===== config.mk =====
export PLATFORM = sky130hd
export DESIGN_NAME = sprite_fetch_ctrl
export DESIGN_NICKNAME = d
export VERILOG_FILES = /design/src/rtl/sprite_pkg.sv /design/src/rtl/sprite_fetch_ctrl_coin_anim_fsm.sv /design/src/rtl/sprite_fetch_ctrl.sv
export SDC_FILE = /design/constraint.sdc
export NUM_CORES = 1
export LEC_CHECK = 0
export CORE_MARGIN = 4
export CORE_UTILIZATION = 53
export CTS_BUF_LIST = sky130_fd_sc_hd__clkbuf_4 sky130_fd_sc_hd__clkbuf_8
export CTS_CLUSTER_DIAMETER = 30
export DETAILED_ROUTE_END_ITERATION = 7
export PLACE_DENSITY_LB_ADDON = 0.05
export SYNTH_ARGS = -nofsm -noshare
export SYNTH_HDL_FRONTEND = slang
export SYNTH_SLANG_ARGS = --single-unit

===== constraint.sdc =====
create_clock -name clk -period 8 [get_ports clk]
set_input_delay 1.6 -clock clk [delete_from_list [all_inputs] [get_ports clk]]
set_output_delay 1.6 -clock clk [all_outputs]
set_load 0.01 [all_outputs]

===== src/rtl/sprite_pkg.sv =====
// Shared constants and helpers for the sprite fetch path: tile geometry, tile codes,
// coin animation frame selects and the colour-key rule for coin ROM data.
package sprite_pkg;

    localparam int TILE_W   = 24;
    localparam int COIN_W   = 16;
    localparam int COIN_OFF = (TILE_W - COIN_W) / 2;

    localparam logic [11:0] TRANSP_RGB     = 12'hF0F;
    localparam logic [11:0] BG_RGB_DEFAULT = 12'h5AF;

    typedef logic [11:0] rgb_t;

    typedef enum logic [1:0] {
        TC_EMPTY    = 2'd0,
        TC_GROUND   = 2'd1,
        TC_PLATFORM = 2'd2,
        TC_COIN     = 2'd3
    } tile_code_e;

    localparam logic [1:0] FS_DARK  = 2'd0;
    localparam logic [1:0] FS_MID   = 2'd1;
    localparam logic [1:0] FS_LIGHT = 2'd2;

    // Coin art is colour-keyed: the magenta key shows the sky behind the coin.
    function automatic rgb_t coin_rgb(input rgb_t raw, input rgb_t bg);
        return (raw == TRANSP_RGB) ? bg : raw;
    endfunction

endpackage


===== src/rtl/sprite_fetch_ctrl_coin_anim_fsm.sv =====
// Coin shimmer sequencer: steps DARK->MID_UP->LIGHT->MID_DN every FRAMES_STEP frame ticks
// and publishes a frame-stable ROM select that only changes at start of frame.
module coin_anim_fsm
    import sprite_pkg::*;
#(
    parameter int FRAMES_STEP = 8
) (
    input  logic       clk,
    input  logic       rst,
    input  logic       frame_tick,
    input  logic       sof,
    output logic [1:0] frame_sel
);

    localparam int STEP_W = (FRAMES_STEP > 1) ? $clog2(FRAMES_STEP) : 1;
    localparam logic [STEP_W-1:0] STEP_LAST = STEP_W'(FRAMES_STEP - 1);

    localparam logic [1:0] ST_DARK   = 2'd0;
    localparam logic [1:0] ST_MID_UP = 2'd1;
    localparam logic [1:0] ST_LIGHT  = 2'd2;
    localparam logic [1:0] ST_MID_DN = 2'd3;

    logic [1:0]        state_q, state_d;
    logic [1:0]        sel_q, sel_d;
    logic [1:0]        anim_sel;
    logic [STEP_W-1:0] step_q, step_d;

    always_comb begin
        state_d = state_q;
        step_d  = step_q;
        if (frame_tick) begin
            if (step_q == STEP_LAST) begin
                step_d = '0;
                case (state_q)
                    ST_DARK:   state_d = ST_MID_UP;
                    ST_MID_UP: state_d = ST_LIGHT;
                    ST_LIGHT:  state_d = ST_MID_DN;
                    default:   state_d = ST_DARK;
                endcase
            end else begin
                step_d = step_q + STEP_W'(1);
            end
        end

        case (state_q)
            ST_DARK:  anim_sel = FS_DARK;
            ST_LIGHT: anim_sel = FS_LIGHT;
            default:  anim_sel = FS_MID;
        endcase

        // The sof pixel already sees the new select so the whole frame uses one value.
        sel_d = sof ? anim_sel : sel_q;
    end

    always_ff @(posedge clk) begin
        if (rst) begin
            state_q <= ST_DARK;
            step_q  <= '0;
            sel_q   <= FS_DARK;
        end else begin
            state_q <= state_d;
            step_q  <= step_d;
            sel_q   <= sel_d;
        end
    end

    assign frame_sel = sel_d;

endmodule


===== src/rtl/sprite_fetch_ctrl.sv =====
// Raster-to-tile address generator and ROM output mux for the tile/coin renderer.
// Pixel in -> ROM address (stage 0) -> ROM data (stage 1) -> registered RGB (stage 2).
module sprite_fetch_ctrl
    import sprite_pkg::*;
#(
    parameter int          FRAMES_STEP = 8,
    parameter logic [11:0] BG_RGB      = BG_RGB_DEFAULT
) (
    input  logic        clk,
    input  logic        rst,
    input  logic        pix_valid,
    input  logic        sol,
    input  logic        sof,
    input  logic        frame_tick,
    output logic [5:0]  tile_col,
    output logic [4:0]  tile_row,
    input  logic [1:0]  tile_code,
    output logic [9:0]  rom_addr,
    input  logic [11:0] tile_pix,
    input  logic [11:0] plat_pix,
    input  logic [35:0] coin_pix,
    output logic [11:0] rgb_out,
    output logic        rgb_valid
);

    localparam logic [4:0] PX_LAST  = 5'(TILE_W - 1);
    localparam logic [4:0] COIN_LO  = 5'(COIN_OFF);
    localparam logic [4:0] COIN_HI  = 5'(COIN_OFF + COIN_W - 1);
    localparam logic [9:0] ROW_STEP = 10'(TILE_W);

    logic        line_start, frame_start;
    logic [4:0]  px_q, px_d, py_q, py_d, cur_px, cur_py;
    logic [5:0]  col_q, col_d, cur_col;
    logic [4:0]  row_q, row_d, cur_row;
    logic [9:0]  rb_q, rb_d, cur_rb;

    tile_code_e  code_in, code_q;
    logic        in_coin, in_coin_q;
    logic [3:0]  coin_dx, coin_dy;
    logic [9:0]  addr_d, rom_addr_q;
    logic [1:0]  frame_sel, frame_q;
    logic        valid_q;
    rgb_t        coin_raw, pix_d, rgb_q;
    logic        rgb_valid_q;

    coin_anim_fsm #(
        .FRAMES_STEP (FRAMES_STEP)
    ) u_anim (
        .clk        (clk),
        .rst        (rst),
        .frame_tick (frame_tick),
        .sof        (frame_start),
        .frame_sel  (frame_sel)
    );

    // px/col hold the position of the next pixel; py/row/row_base hold the current line.
    always_comb begin
        line_start  = pix_valid & sol;
        frame_start = line_start & sof;

        cur_px  = line_start ? '0 : px_q;
        cur_col = line_start ? '0 : col_q;
        cur_py  = py_q;
        cur_row = row_q;
        cur_rb  = rb_q;
        if (frame_start) begin
            cur_py  = '0;
            cur_row = '0;
            cur_rb  = '0;
        end else if (line_start) begin
            if (py_q == PX_LAST) begin
                cur_py  = '0;
                cur_row = row_q + 5'd1;
                cur_rb  = '0;
            end else begin
                cur_py  = py_q + 5'd1;
                cur_rb  = rb_q + ROW_STEP;
            end
        end

        px_d  = px_q;
        col_d = col_q;
        py_d  = py_q;
        row_d = row_q;
        rb_d  = rb_q;
        if (pix_valid) begin
            py_d  = cur_py;
            row_d = cur_row;
            rb_d  = cur_rb;
            if (cur_px == PX_LAST) begin
                px_d  = '0;
                col_d = cur_col + 6'd1;
            end else begin
                px_d  = cur_px + 5'd1;
                col_d = cur_col;
            end
        end
    end

    always_ff @(posedge clk) begin
        if (rst) begin
            px_q  <= '0;
            py_q  <= '0;
            col_q <= '0;
            row_q <= '0;
            rb_q  <= '0;
        end else begin
            px_q  <= px_d;
            py_q  <= py_d;
            col_q <= col_d;
            row_q <= row_d;
            rb_q  <= rb_d;
        end
    end

    assign tile_col = cur_col;
    assign tile_row = cur_row;

    // Coin art is 16x16 inside the 24x24 cell, so its address is a 4+4 bit concatenation.
    always_comb begin
        code_in = tile_code_e'(tile_code);
        in_coin = (cur_px >= COIN_LO) && (cur_px <= COIN_HI) &&
                  (cur_py >= COIN_LO) && (cur_py <= COIN_HI);
        coin_dx = 4'(cur_px - COIN_LO);
        coin_dy = 4'(cur_py - COIN_LO);
        case (code_in)
            TC_GROUND, TC_PLATFORM: addr_d = cur_rb + {5'd0, cur_px};
            TC_COIN:                addr_d = in_coin ? {2'b00, coin_dy, coin_dx} : '0;
            default:                addr_d = '0;
        endcase
    end

    always_ff @(posedge clk) begin
        if (rst) begin
            rom_addr_q <= '0;
            code_q     <= TC_EMPTY;
            in_coin_q  <= 1'b0;
            frame_q    <= FS_DARK;
            valid_q    <= 1'b0;
        end else begin
            valid_q <= pix_valid;
            if (pix_valid) begin
                rom_addr_q <= addr_d;
                code_q     <= code_in;
                in_coin_q  <= in_coin;
                frame_q    <= frame_sel;
            end
        end
    end

    assign rom_addr = rom_addr_q;

    always_comb begin
        case (frame_q)
            FS_MID:   coin_raw = coin_pix[23:12];
            FS_LIGHT: coin_raw = coin_pix[35:24];
            default:  coin_raw = coin_pix[11:0];
        endcase
        case (code_q)
            TC_GROUND:   pix_d = tile_pix;
            TC_PLATFORM: pix_d = plat_pix;
            TC_COIN:     pix_d = in_coin_q ? coin_rgb(coin_raw, BG_RGB) : BG_RGB;
            default:     pix_d = BG_RGB;
        endcase
    end

    always_ff @(posedge clk) begin
        if (rst) begin
            rgb_q       <= BG_RGB;
            rgb_valid_q <= 1'b0;
        end else begin
            rgb_valid_q <= valid_q;
            if (valid_q) begin
                rgb_q <= pix_d;
            end
        end
    end

    assign rgb_out   = rgb_q;
    assign rgb_valid = rgb_valid_q;

endmodule

==> flow_metrics.py <==
metrics = {
    "outcome": {
        "status": "completed",
    },
    "global_route": {
        "grt_usage_pct": 25.5,
        "grt_pass1_wl_microns": 18300,
        "grt_pass1_vias": 3844,
        "antenna_found_initial": 0,
        "grt_start_max_net_pins": 63,
        "overflow": 0,
    },
    "sta": {
        "rsz0062_at_grt": "no",
        "tightestPinTransition_ns": 1.14,
        "fin_crit_sh_pct": 70.6,
        "setup_slack_ns": 2.35,
        "finalSetupViolations": 0,
        "hold_ws_ns": 0.472,
        "finalSetupTns_ns": 0,
        "finalHoldViolCount": 0,
        "drv_slew": 0,
        "max_slew_margin_pct": 24.0,
        "fmax_mhz": 177,
        "fin_skew_ns": 0.0120,
        "fin_crit_ns": 5.65,
    },
    "floorplan": {
        "coreArea_sq_mm": 0.00737,
        "die_area_sq_mm": 0.00917,
        "num_rows": 31,
        "initial_core_util_pct": 55.4,
        "ioPinCount": 102,
        "die_h_microns": 95.8,
        "die-width_microns": 95.8,
    },
    "clock_network": {
        "numCtsBuffers": 9,
        "ctsHoldBuffers": 0,
        "clockBufferDepth": 2,
        "clock_sinks": 67,
        "cts_root_buffer": "clkbuf_8",
        "h-tree-depth": 3,
        "path_clk_slew_ns": 0.07,
        "cts_tree": "built",
        "cts_setup_buffers": 0,
        "worstSkewPairLatency_ns": 0.35,
        "post_cts_resized": 0,
    },
    "cells_and_area": {
        "nets": 694,
        "drive_above_1_share_pct": 3.80,
        "area_growth_pct": 29.8,
        "final_area_sq_mm": 0.00530,
        "final_util_pct": 71.9,
        "fill_cells": 631,
        "antennaDiodeCount": 0,
    },
    "logic_synthesis": {
        "synth.largest_area_cell": "dfxtp_1",
        "synth_top_area_share_pct": 32.9,
        "ys_seq_area_share_pct": 32.9,
        "synth_ff_type": "dfxtp_1",
        "synth_area_leaders": "dfxtp_1 (33%), ha_1 (7.4%), nor2_1 (5.5%), o21ai_0 (4.7%), nand2_1 (4.4%)",
        "synth.distinct_cells": 65,
        "ys.warnings.count": 0,
        "syn-num-nets": 610,
        "synth_edf_count": 0,
        "ys_seq_elements": 67,
        "syn-cell-area_sq_mm": 0.00408,
        "synthArstFlopShare_pct": 0,
        "syn-instance-count": 517,
        "syn-mean-instance-area_sq_um": 7.90,
    },
    "setup_path": {
        "path_cells": "clkdlybuf4s50_1, nand2_1, buf_4, nor2_4, nand4_1, xor2_1, nor2_1, clkdlybuf4s50_1",
        "cp-end-kind": "primary output",
        "ff2ff_setup_slack_ns": 3.94,
        "cp_common_cell": "clkdlybuf4s50_1",
        "worstRegToRegCells": 13,
        "worstPathRequired_ns": 6.40,
        "worstPathMaxFanout": 17,
        "critical_path_arrival_ns": 4.05,
        "start_kind": "primary input",
        "cpMaxStageDelayCell": "clkdlybuf4s50_1",
        "worstSetupPathType": "primary input to primary output",
        "slowest_delay_ns": 0.78,
    },
    "place": {
        "place_ws_ns": 2.37,
        "portBuffers": 101,
        "placed_area_sq_mm": 0.00510,
        "gp_congestion": 0.942,
        "dp_hpwl_microns": 8580,
    },
    "routing": {
        "drt_iter0_drc": 230,
        "wl_microns": 11500,
        "vias": 4114,
        "vias_per_cell": 5.84,
        "drcViolationCount": 0,
        "firstDrtPassIters": 5,
        "ant_nets": 0,
        "drt-wirelength-per-cell_microns": 16.3,
    },
    "worst_hold_path": {
        "hold_depth": 2,
        "hp-class": "flip-flop to flip-flop",
    },
    "power_and_ir_drop": {
        "p_per_area_mw_per_mm2": 143,
        "p_leak_nw": 2.07,
        "ir_drop_mv": 0.131,
    },
    "flow_run": {
        "cap_violations": 0,
    },
}
==> kinds of logic (layout without fill, tap and decap cells) <==
group	Yosys count	after routing	share of synthesized area (%)
AND/OR/NAND/NOR	200	200	24.8
AO/OA/AOI/OAI	143	143	23.4
flip-flops	67	67	32.9
buffers and inverters	59	147	5.82
adder cells (fa/ha/maj)	25	25	7.85
XOR/XNOR	13	13	2.79
multiplexers	10	10	2.48
==> cell usage in the layout, fill, tap and decap left out, types with 12 or more instances in the layout <==
cell,synthesis,final
nor3_1,21,21
clkdlybuf4s50_1,0,100
nand2_1,48,48
a21oi_1,32,32
nand4_1,13,13
o21ai_0,38,38
inv_1,28,28
a22oi_1,15,15
ha_1,24,24
nor2_1,60,60
and2_1,12,12
dfxtp_1,67,67
==> through the flow <==
stage,power (mW),std cells
2_1_floorplan,0.418,517
3_3_place_gp,0.474,689
3_5_place_dp,0.477,689
4_1_cts,0.764,704
5_1_grt,0.793,704
6_report,0.760,704
==> synth_stat cells (all sizes together), types with 11 or more instances <==
cell type	instances
a21oi	32
ha	24
nand2	48
clkbuf	20
nand4	13
dfxtp	67
nor3	21
inv	28
a22oi	15
nor2	61
nand3	11
o21ai	39
and2	12
==> sequential cells by signal, indices dropped and copies added (netlist names), 2 cells and up <==
| name | count |
|---|---|
| row_q | 5 |
| u_anim.state_q | 2 |
| frame_q | 2 |
| rom_addr | 10 |
| code_q | 2 |
| u_anim.step_q | 3 |
| rb_q | 10 |
| py_q | 5 |
| col_q | 6 |
| u_anim.sel_q | 2 |
| px_q | 5 |
| rgb_out | 12 |
==> path summary, 6_finish.rpt <==
path	from	to
worst max-delay path	sol	tile_row[4]
worst min-delay path	rom_addr[8]	rom_addr[8]
worst max register to register	py_q[0]	rom_addr[8]
worst min register to register	rom_addr[8]	rom_addr[8]
==> worst max-delay path, delay by kind of cell <==
family | cells | cell delay [ns]
buf+inv | 3 | 1.58
simple gates | 4 | 0.69
xor+xnor | 1 | 0.18
==> metal layers <==
layer  track usage, %  share of wire [%]  wire [microns]
met1             32.3                 42            4860
met2             42.1                 48            5560
met3             6.41                7.0             803
met4             8.65                2.3             266
met5                0                  0               0
==> area by class of cell <==
class                   instances  area (sq um)  area share, %
flip-flops and latches         67          1340           25.3
clock buffers                  11           151           2.86
clock inverters                 4          50.0          0.944
multi-input cells             391          2500           47.2
inverters                      29           109           2.05
repair buffers                103          1020           19.3
well taps                      99           124           2.34
==> where the power goes <==
group	switching [mW]	internal (mW)	total [mW]
Sequential	0.00821	0.342	0.350
Combinational	0.0595	0.0613	0.121
Clock	0.130	0.159	0.289
No activity file was read; power rests on OpenSTA's default activity.
